<file path="src/rtl/vec_pkg.sv">
// Shared width constants for the vector datapath (multiplier -> reducer ->
// scoring). The multiplier and the reducer both import this package so that
// their element widths and vector lengths always agree.
package vec_pkg;

  // Default signed element width of one vector lane (multiplier output width)
  localparam int DEF_BW_I = 16;

  // Default number of lanes carried in one beat
  localparam int DEF_VECTOR_LEN = 13;

  // Default signed accumulator / frame-total width
  localparam int DEF_BW_O = 32;

  // Smallest power of two that can hold n leaves, used to size a balanced
  // binary adder tree. A single leaf needs no adders at all.
  function automatic int treeLeaves(input int n);
    int p;
    p = 1;
    while (p < n) begin
      p = p * 2;
    end
    return p;
  endfunction

endpackage

</file>
<file path="src/rtl/vec_reduce_acc_if.sv">
// Handshake bundle for the frame reducer: the product-vector input stream
// (data/valid/last with ready back) and the frame-total output stream
// (data/valid with ready back). Signal suffixes are named from the reducer's
// point of view, so the reducer uses the slave modport and whoever feeds it
// and drains it uses the master modport.
interface vec_reduce_acc_if #(
  parameter int BW_I       = vec_pkg::DEF_BW_I,
  parameter int VECTOR_LEN = vec_pkg::DEF_VECTOR_LEN,
  parameter int BW_O       = vec_pkg::DEF_BW_O
);

  // Input beat: VECTOR_LEN packed signed lanes, lane k at [(k+1)*BW_I-1 : k*BW_I]
  logic [VECTOR_LEN*BW_I-1:0] data_i;
  logic                       valid_i;
  logic                       last_i;
  logic                       ready_o;

  // Output frame total, held while valid_o is high and ready_i is low
  logic [BW_O-1:0]            data_o;
  logic                       valid_o;
  logic                       ready_i;

  // Reducer side
  modport slave (
    input  data_i,
    input  valid_i,
    input  last_i,
    input  ready_i,
    output ready_o,
    output data_o,
    output valid_o
  );

  // Producer / consumer side
  modport master (
    output data_i,
    output valid_i,
    output last_i,
    output ready_i,
    input  ready_o,
    input  data_o,
    input  valid_o
  );

endinterface

</file>
<file path="src/rtl/vec_sum_tree.sv">
// Combinational signed reduction of VECTOR_LEN packed lanes into one wide
// sum. Lanes are sign-extended to BW_O first, then added pairwise in a
// balanced binary tree so the depth grows with log2(VECTOR_LEN) rather than
// linearly. The tree is padded with zero leaves up to a power of two.
// Arithmetic wraps modulo 2^BW_O.
module vec_sum_tree
  import vec_pkg::*;
#(
  parameter int BW_I       = DEF_BW_I,
  parameter int VECTOR_LEN = DEF_VECTOR_LEN,
  parameter int BW_O       = DEF_BW_O
) (
  input  logic [VECTOR_LEN*BW_I-1:0] data_i,
  output logic [BW_O-1:0]            sum_o
);

  // Leaves sit at the bottom of a heap-ordered array: node i has children
  // 2i+1 and 2i+2, and the root (index 0) is the full sum.
  localparam int LEAVES = treeLeaves(VECTOR_LEN);
  localparam int NODES  = 2 * LEAVES - 1;

  logic [BW_O-1:0] node [NODES];

  // Build the tree bottom-up: leaves first, then every inner node from the
  // highest index down so that both children are always ready before use.
  always_comb begin : buildTree
    logic [BW_I-1:0] elem;
    elem = '0;
    for (int i = 0; i < NODES; i++) begin
      node[i] = '0;
    end
    for (int k = 0; k < VECTOR_LEN; k++) begin
      elem = data_i[k*BW_I +: BW_I];
      node[LEAVES-1+k] = {{(BW_O-BW_I){elem[BW_I-1]}}, elem};
    end
    for (int k = VECTOR_LEN; k < LEAVES; k++) begin
      node[LEAVES-1+k] = '0;
    end
    for (int i = LEAVES - 2; i >= 0; i--) begin
      node[i] = node[2*i+1] + node[2*i+2];
    end
  end

  assign sum_o = node[0];

endmodule

</file>
<file path="src/rtl/vec_reduce_acc.sv">
// Frame reducer between the vector multiplier and the word-detect scoring.
// Each accepted beat of VECTOR_LEN signed products is summed by the adder
// tree and captured in stage 1. Stage 2 folds beat sums into a running
// frame accumulator; the beat carrying last produces the frame total in a
// registered valid/ready output slot and clears the accumulator.
//
// Frame life cycle, implicit in the registers below:
//   IDLE  - accumulator is zero, nothing pending
//   ACCUM - accumulator holds a partial frame
//   HOLD  - output slot full, waiting for the consumer
// The next frame keeps accumulating during HOLD; only a last beat that
// finds the output slot still occupied stalls the pipeline.
module vec_reduce_acc
  import vec_pkg::*;
#(
  parameter int BW_I       = DEF_BW_I,
  parameter int VECTOR_LEN = DEF_VECTOR_LEN,
  parameter int BW_O       = DEF_BW_O
) (
  input  logic              clk_i,
  input  logic              rst_i,
  vec_reduce_acc_if.slave   bus
);

  // Combinational sum of the beat currently on the input bus
  logic [BW_O-1:0] beatSum;

  // Stage 1: one reduced beat waiting for the accumulator
  logic            s1Valid_q, s1Valid_d;
  logic            s1Last_q,  s1Last_d;
  logic [BW_O-1:0] s1Sum_q,   s1Sum_d;

  // Stage 2: running partial of the current frame
  logic [BW_O-1:0] acc_q,     acc_d;

  // Output slot
  logic [BW_O-1:0] dataOut_q, dataOut_d;
  logic            validOut_q, validOut_d;

  // Handshake helpers
  logic            outFree;
  logic            s2Take;
  logic            readyIn;
  logic [BW_O-1:0] frameTotal;

  vec_sum_tree #(
    .BW_I       (BW_I),
    .VECTOR_LEN (VECTOR_LEN),
    .BW_O       (BW_O)
  ) u_sumTree (
    .data_i (bus.data_i),
    .sum_o  (beatSum)
  );

  // The output slot can take a new total if it is empty or is being drained
  // this cycle. A non-last beat never needs the slot, so it always moves on;
  // that is what lets the next frame accumulate while a result is held.
  // ready depends on ready_i and registered state only, never on valid_i.
  always_comb begin
    outFree    = ~validOut_q | bus.ready_i;
    s2Take     = s1Valid_q & (~s1Last_q | outFree);
    readyIn    = ~s1Valid_q | s2Take;
    frameTotal = acc_q + s1Sum_q;
  end

  // Next-state for both pipeline stages and the output slot. A drain and a
  // new last in the same cycle keep valid high and swap in the new total.
  always_comb begin
    s1Valid_d  = s1Valid_q;
    s1Last_d   = s1Last_q;
    s1Sum_d    = s1Sum_q;
    acc_d      = acc_q;
    dataOut_d  = dataOut_q;
    validOut_d = validOut_q;

    if (readyIn) begin
      s1Valid_d = bus.valid_i;
      if (bus.valid_i) begin
        s1Sum_d  = beatSum;
        s1Last_d = bus.last_i;
      end
    end

    if (validOut_q && bus.ready_i) begin
      validOut_d = 1'b0;
    end

    if (s2Take) begin
      if (s1Last_q) begin
        dataOut_d  = frameTotal;
        validOut_d = 1'b1;
        acc_d      = '0;
      end else begin
        acc_d      = frameTotal;
      end
    end
  end

  // State registers; reset drops any partial frame, staged beat and
  // pending result so the next accepted beat starts a fresh frame.
  always_ff @(posedge clk_i) begin
    if (rst_i) begin
      s1Valid_q  <= 1'b0;
      s1Last_q   <= 1'b0;
      s1Sum_q    <= '0;
      acc_q      <= '0;
      dataOut_q  <= '0;
      validOut_q <= 1'b0;
    end else begin
      s1Valid_q  <= s1Valid_d;
      s1Last_q   <= s1Last_d;
      s1Sum_q    <= s1Sum_d;
      acc_q      <= acc_d;
      dataOut_q  <= dataOut_d;
      validOut_q <= validOut_d;
    end
  end

  assign bus.ready_o = readyIn;
  assign bus.data_o  = dataOut_q;
  assign bus.valid_o = validOut_q;

endmodule
</file>
<file path="src/flat_wrapper.sv">
// flat-port wrapper written by rule: the top's interface ports become plain ports
module vec_reduce_acc_flat import vec_pkg::*;
#(
  parameter int BW_I       = DEF_BW_I,
  parameter int VECTOR_LEN = DEF_VECTOR_LEN,
  parameter int BW_O       = DEF_BW_O
)
  (clk_i, rst_i, bus_data_i, bus_valid_i, bus_last_i, bus_ready_i, bus_ready_o, bus_data_o, bus_valid_o);
  vec_reduce_acc_if #(.BW_I(BW_I), .VECTOR_LEN(VECTOR_LEN), .BW_O(BW_O)) bus_i ();
  input  logic clk_i;
  input  logic rst_i;
  input wire logic [$bits(bus_i.data_i)-1:0] bus_data_i;
  input wire logic [$bits(bus_i.valid_i)-1:0] bus_valid_i;
  input wire logic [$bits(bus_i.last_i)-1:0] bus_last_i;
  input wire logic [$bits(bus_i.ready_i)-1:0] bus_ready_i;
  output wire logic [$bits(bus_i.ready_o)-1:0] bus_ready_o;
  output wire logic [$bits(bus_i.data_o)-1:0] bus_data_o;
  output wire logic [$bits(bus_i.valid_o)-1:0] bus_valid_o;
  assign bus_i.data_i = bus_data_i;
  assign bus_i.valid_i = bus_valid_i;
  assign bus_i.last_i = bus_last_i;
  assign bus_i.ready_i = bus_ready_i;
  assign bus_ready_o = bus_i.ready_o;
  assign bus_data_o = bus_i.data_o;
  assign bus_valid_o = bus_i.valid_o;
  vec_reduce_acc #(.BW_I(BW_I), .VECTOR_LEN(VECTOR_LEN), .BW_O(BW_O)) u_core (.clk_i(clk_i), .rst_i(rst_i), .bus(bus_i));
endmodule
</file>
<file path="config.mk">
export PLATFORM = sky130hd
export DESIGN_NAME = vec_reduce_acc_flat
export DESIGN_NICKNAME = d
export VERILOG_FILES = /design/src/rtl/vec_pkg.sv /design/src/rtl/vec_reduce_acc_if.sv /design/src/rtl/vec_sum_tree.sv /design/src/rtl/vec_reduce_acc.sv /design/src/flat_wrapper.sv
export SDC_FILE = /design/constraint.sdc
export NUM_CORES = 1
export LEC_CHECK = 0
export ABC_AREA = 0
export CORE_ASPECT_RATIO = 1.75
export CORE_MARGIN = 3
export CORE_UTILIZATION = 65
export CTS_BUF_LIST = sky130_fd_sc_hd__clkbuf_4
export CTS_CLUSTER_DIAMETER = 120
export DETAILED_ROUTE_END_ITERATION = 12
export DONT_BUFFER_PORTS = 1
export HOLD_SLACK_MARGIN = 0.1
export PLACE_DENSITY = 0.82
export SYNTH_ARGS = -nofsm -noshare
export SYNTH_HDL_FRONTEND = slang
export SYNTH_HIERARCHICAL = 1
export SYNTH_SLANG_ARGS = --single-unit
</file>
<file path="constraint.sdc">
create_clock -name clk_i -period 7.2 [get_ports clk_i]
set_clock_uncertainty 0.15 [all_clocks]
set_input_delay 1.44 -clock clk_i [delete_from_list [all_inputs] [get_ports clk_i]]
set_output_delay 1.44 -clock clk_i [all_outputs]
set_load 0.01 [all_outputs]
</file>
* After elaboration in Yosys (flattened, before gate mapping)
Cells that the tools add are included.
Storage, ports and cells: flip-flop bits (word level) 99, input bits 213, output and inout port bits 34, logic and storage cells 33
Cells by class: add/sub/neg operators 13, muxes and demuxes 4, bitwise operators 7, reduce and logical (&&, ||, !) cells 3
Operators with widths (number):
- 16-bit by 16-bit adder with 17-bit output | 6
- 17-bit by 17-bit adder with 18-bit output | 3
- 32-bit adder | 1
- 32-bit two-way mux | 1
- 19-bit by 19-bit adder with 20-bit output | 1
- 18-bit by 16-bit adder with 19-bit output | 1
- 18-bit by 18-bit adder with 19-bit output | 1
- 2-bit AND reduction | 2
- 1-bit two-way mux | 3
- 1-bit NOT | 3
- 1-bit OR | 3
- 1-bit bitwise AND | 1
- 1-bit logical AND | 1

* Depth between registers and ports, before layout
depth in word-level cells 6, mapped depth 21, depth with buffers taken out 21

* By module
The synthesis kept the hierarchy.
By module, submodules not included:
- vec_sum_tree | instances 1, cells each 640, area each 5900.7 µm², seq. area each 0.0 µm²
- vec_reduce_acc | instances 1, cells each 687, area each 5435.2 µm², seq. area each 1981.9 µm²

* Worst setup path after synthesis
OpenSTA, ideal clock, no wires.
kind in2reg, from in bus_data_i[108], to reg u_core.s1Sum_q[22], library setup time 0.070 ns, arrival time 6.059 ns, data required time 6.980 ns, slack 0.921 ns, stages on the path 18, path buffers 1, cells stage by stage fa_1 -> inv_1 -> fa_1 -> inv_1 -> fa_1 -> fa_1 -> inv_1 -> fa_1 -> inv_1 -> ha_1 -> a21o_1 -> a211o_1 -> a2111oi_1 -> o311a_1 -> a211o_1 -> buf_4 -> nand2_1 -> a21oi_1
Between the ends: longest elaborated chain between the ends 4
Ends and longest elaborated chain:
- start, declared | line flat_wrapper.sv:12 | input wire logic [$bits(bus_i.data_i)-1:0] bus_data_i;
- 16-bit by 16-bit adder with 17-bit output | line vec_sum_tree.sv:40 | node[i] = node[2*i+1] + node[2*i+2];
- 17-bit by 17-bit adder with 18-bit output | line vec_sum_tree.sv:40
- 18-bit by 18-bit adder with 19-bit output | line vec_sum_tree.sv:40
- 19-bit by 19-bit adder with 20-bit output | line vec_sum_tree.sv:40
- via u_core.beatSum[19] | line vec_reduce_acc.sv:26 | logic [BW_O-1:0] beatSum;
- end signal, assigned | line vec_reduce_acc.sv:112 | s1Sum_q <= s1Sum_d;
- end, declared | line vec_reduce_acc.sv:31 | logic [BW_O-1:0] s1Sum_q, s1Sum_d;
The timed path passes the listed nets, and every way through them passes these cells. A chain may end at the register's enable or synchronous reset.

* Final worst setup path
from in bus_data_i[60], to reg u_core.s1Sum_q[27]
The elaborated chain is that of the path after synthesis.

==> impl_metrics.toml <==
[finish]
layout_common_cells = "317 x inv_1, 182 x fa_1, 141 x nand2_1"
diodes = 0
final_common_cell = "inv_1"
fill_cells = 1402
regArea_mm2 = 0.00198
drive_gt1_share_pct = 2.26
multiInputGateArea_mm2 = 0.00789
final_nets = 1729
area_growth_pct = 1.62

[worst_setup_path]
regToRegStartpoint = "u_core/s1Sum_q[0]"
r2r_end = "u_core/acc_q[28]"
slowest_delay_ps = 570
required_ps = 7440
reg2regPathDepth = 9
crit_fanout = 13
critPathKind = "primary input to flop"
end_kind = "flop"
path_cells = "inv_1, fa_1, inv_1, fa_1, fa_1, fa_1, inv_1, fa_1, inv_1, ha_1, a21o_1, a211o_1, a2111oi_1, o311a_1, a211o_1, nand2_1, a21oi_1"
cp-start-kind = "primary input"
r2r_slack_ps = 4070
cpMaxStageDelayCell = "fa_1"
cp.arrival_ps = 6230
crit_top_cell = "fa_1"

[drt]
wire_per_inst_um = 17.7
vias = 8795
post-route-drc-count = 0
drt_wl_total_um = 26800
drt_iter0_drc = 358
vias_per_cell = 5.82
first_pass_iters = 4
ant_nets = 0

[sta]
rsz0062_at_grt = "no"
setup_viol = 0
period_needed_ps = 5990
worst_pin_slew_ps = 1050
finalHoldViolations = 0
setup_tns_ps = 0
drv_slew = 0
relSlewSlack_pct = 29.9
period_share_pct = 83.2
fmax_ghz = 0.167

[cts]
cts_buffer_depth = 2
path_clk_slew_ps = 150
clock_latency_ps = 460
cts.sinks = 99
cts_buffers = 9
h-tree-depth = 3
post_cts_resized = 0
cts_setup_buffers = 0
cts_root_buffer = "clkbuf_4"
cts_hold_buf = 0
tritoncts = "yes"

[worst_hold_path]
holdPathEnd = "u_core/s1Sum_q[0]"
min_path_type = "flop to flop"
hold_path_depth = 2
worstHoldStart = "u_core/s1Sum_q[0]"

[floorplan]
io_pins = 247
die_x_um = 106
core_mm2 = 0.0170
rows = 63
die-area_mm2 = 0.0191
start_util_pct = 66.6
die_height_um = 181

[logic_synthesis]
yosysWarnings = 6
synth_cell_types = 66
netlist_instances = 1327
ys_ff_latch = 99
syn-num-nets = 1776
syn_area_per_cell_um2 = 8.54
synth_area_mm2 = 0.0113
synth-edff-count = 0
synthFlopType = "dfxtp_1"
synth_seq_area_share_pct = 17.5
async_reset_ff_share_pct = 0

[global_route]
gr-total-overflow = 0
grt_pass1_vias = 9697
grt_max_degree = 82
grt_pass1_wl_um = 44800
antenna_found_initial = 0
grt_util_all_layers_pct = 29.2

[status]
status = "finished clean"

[placed_design]
dp_hpwl_um = 22900
port-buffer-count = 0
gp_congestion = 0.923

[flow_run]
maxCapViolCount = 0
[cell type report]
type	instances	area share, %
clock inverter	7	0.652
timing repair buffer	4	0.261
sequential	99	17.2
multi-input combinational	848	68.5
clock buffer	9	0.587
tap	227	2.47
inverter	318	10.4
[cells in the mapped netlist, types with 14 or more instances]
master | instances | share of area, %
a21o_1 | 32 | 2.1
a21oi_1 | 97 | 4.3
and3_1 | 19 | 1.0
clkbuf_1 | 42 | 1.4
dfxtp_1 | 99 | 17
fa_1 | 182 | 32
ha_1 | 54 | 6.0
inv_1 | 317 | 10
nand2_1 | 141 | 4.7
nand3_1 | 34 | 1.5
nand4_1 | 14 | 0.77
nor2_1 | 45 | 1.5
o21ai_0 | 29 | 1.3
xnor2_1 | 21 | 1.6
[metrics by stage]
stage	cell area [um2]	hold WS (ps)	util [%]	setup WS, ps	instances
floorplan	11300	279	-	921	1327
CTS	11500	316	67.7	1240	1512
global placement	11400	287	66.8	810	1496
finish	11500	323	67.7	1210	1512
global route	11500	341	67.7	995	1512
detailed placement	11400	297	66.8	740	1496
[kinds of logic after synthesis]
logic type	after synthesis	synth area share [%]
AO/OA/AOI/OAI	275	16.4
XOR/XNOR	33	2.55
adder cells (fa/ha/maj)	236	38.1
buffers and inverters	380	13.0
flip-flops	99	17.5
multiplexers	3	0.265
AND/OR/NAND/NOR	301	12.2
[layer usage]
layer | GRT usage, % | up-vias | routed length, um
met5 | 0 | - | 0
met4 | 12.8 | 0 | 1250
met3 | 4.25 | 82 | 1010
met2 | 57.8 | 263 | 15500
met1 | 29.2 | 4318 | 9080
li1 | - | 4132 | -
[state kept, by name, summed over array words and instances, names as in the netlist]
register,flops
u_core/s1Valid_q,1
u_core/bus.valid_o,1
u_core/s1Last_q,1
u_core/bus.data_o,32
u_core/acc_q,32
u_core/s1Sum_q,32
[worst max-delay path by stage]
stage | start | end | slack (ps) | depth (start not counted)
global placement | bus_data_i[108] | u_core/s1Sum_q[27] | 810 | 17
CTS | bus_data_i[60] | u_core/s1Sum_q[19] | 1240 | 17
floorplan | bus_data_i[108] | u_core/s1Sum_q[22] | 920 | 18
finish | bus_data_i[60] | u_core/s1Sum_q[27] | 1210 | 17
detailed placement | bus_data_i[60] | u_core/s1Sum_q[19] | 740 | 17
global route | bus_data_i[107] | u_core/s1Sum_q[31] | 1000 | 17
[critical path: cells and delay by family]
| kind | cells | cell delay (ps) |
|---|---|---|
| AO/OA/AOI/OAI | 6 | 1650 |
| AND/OR/NAND/NOR | 1 | 100 |
| adder cells (fa/ha/maj) | 6 | 2830 |
| buffers and inverters | 4 | 190 |
Power is not shown: default switching activity piles up to over one toggle a cycle in this logic, so the estimate is an artifact.
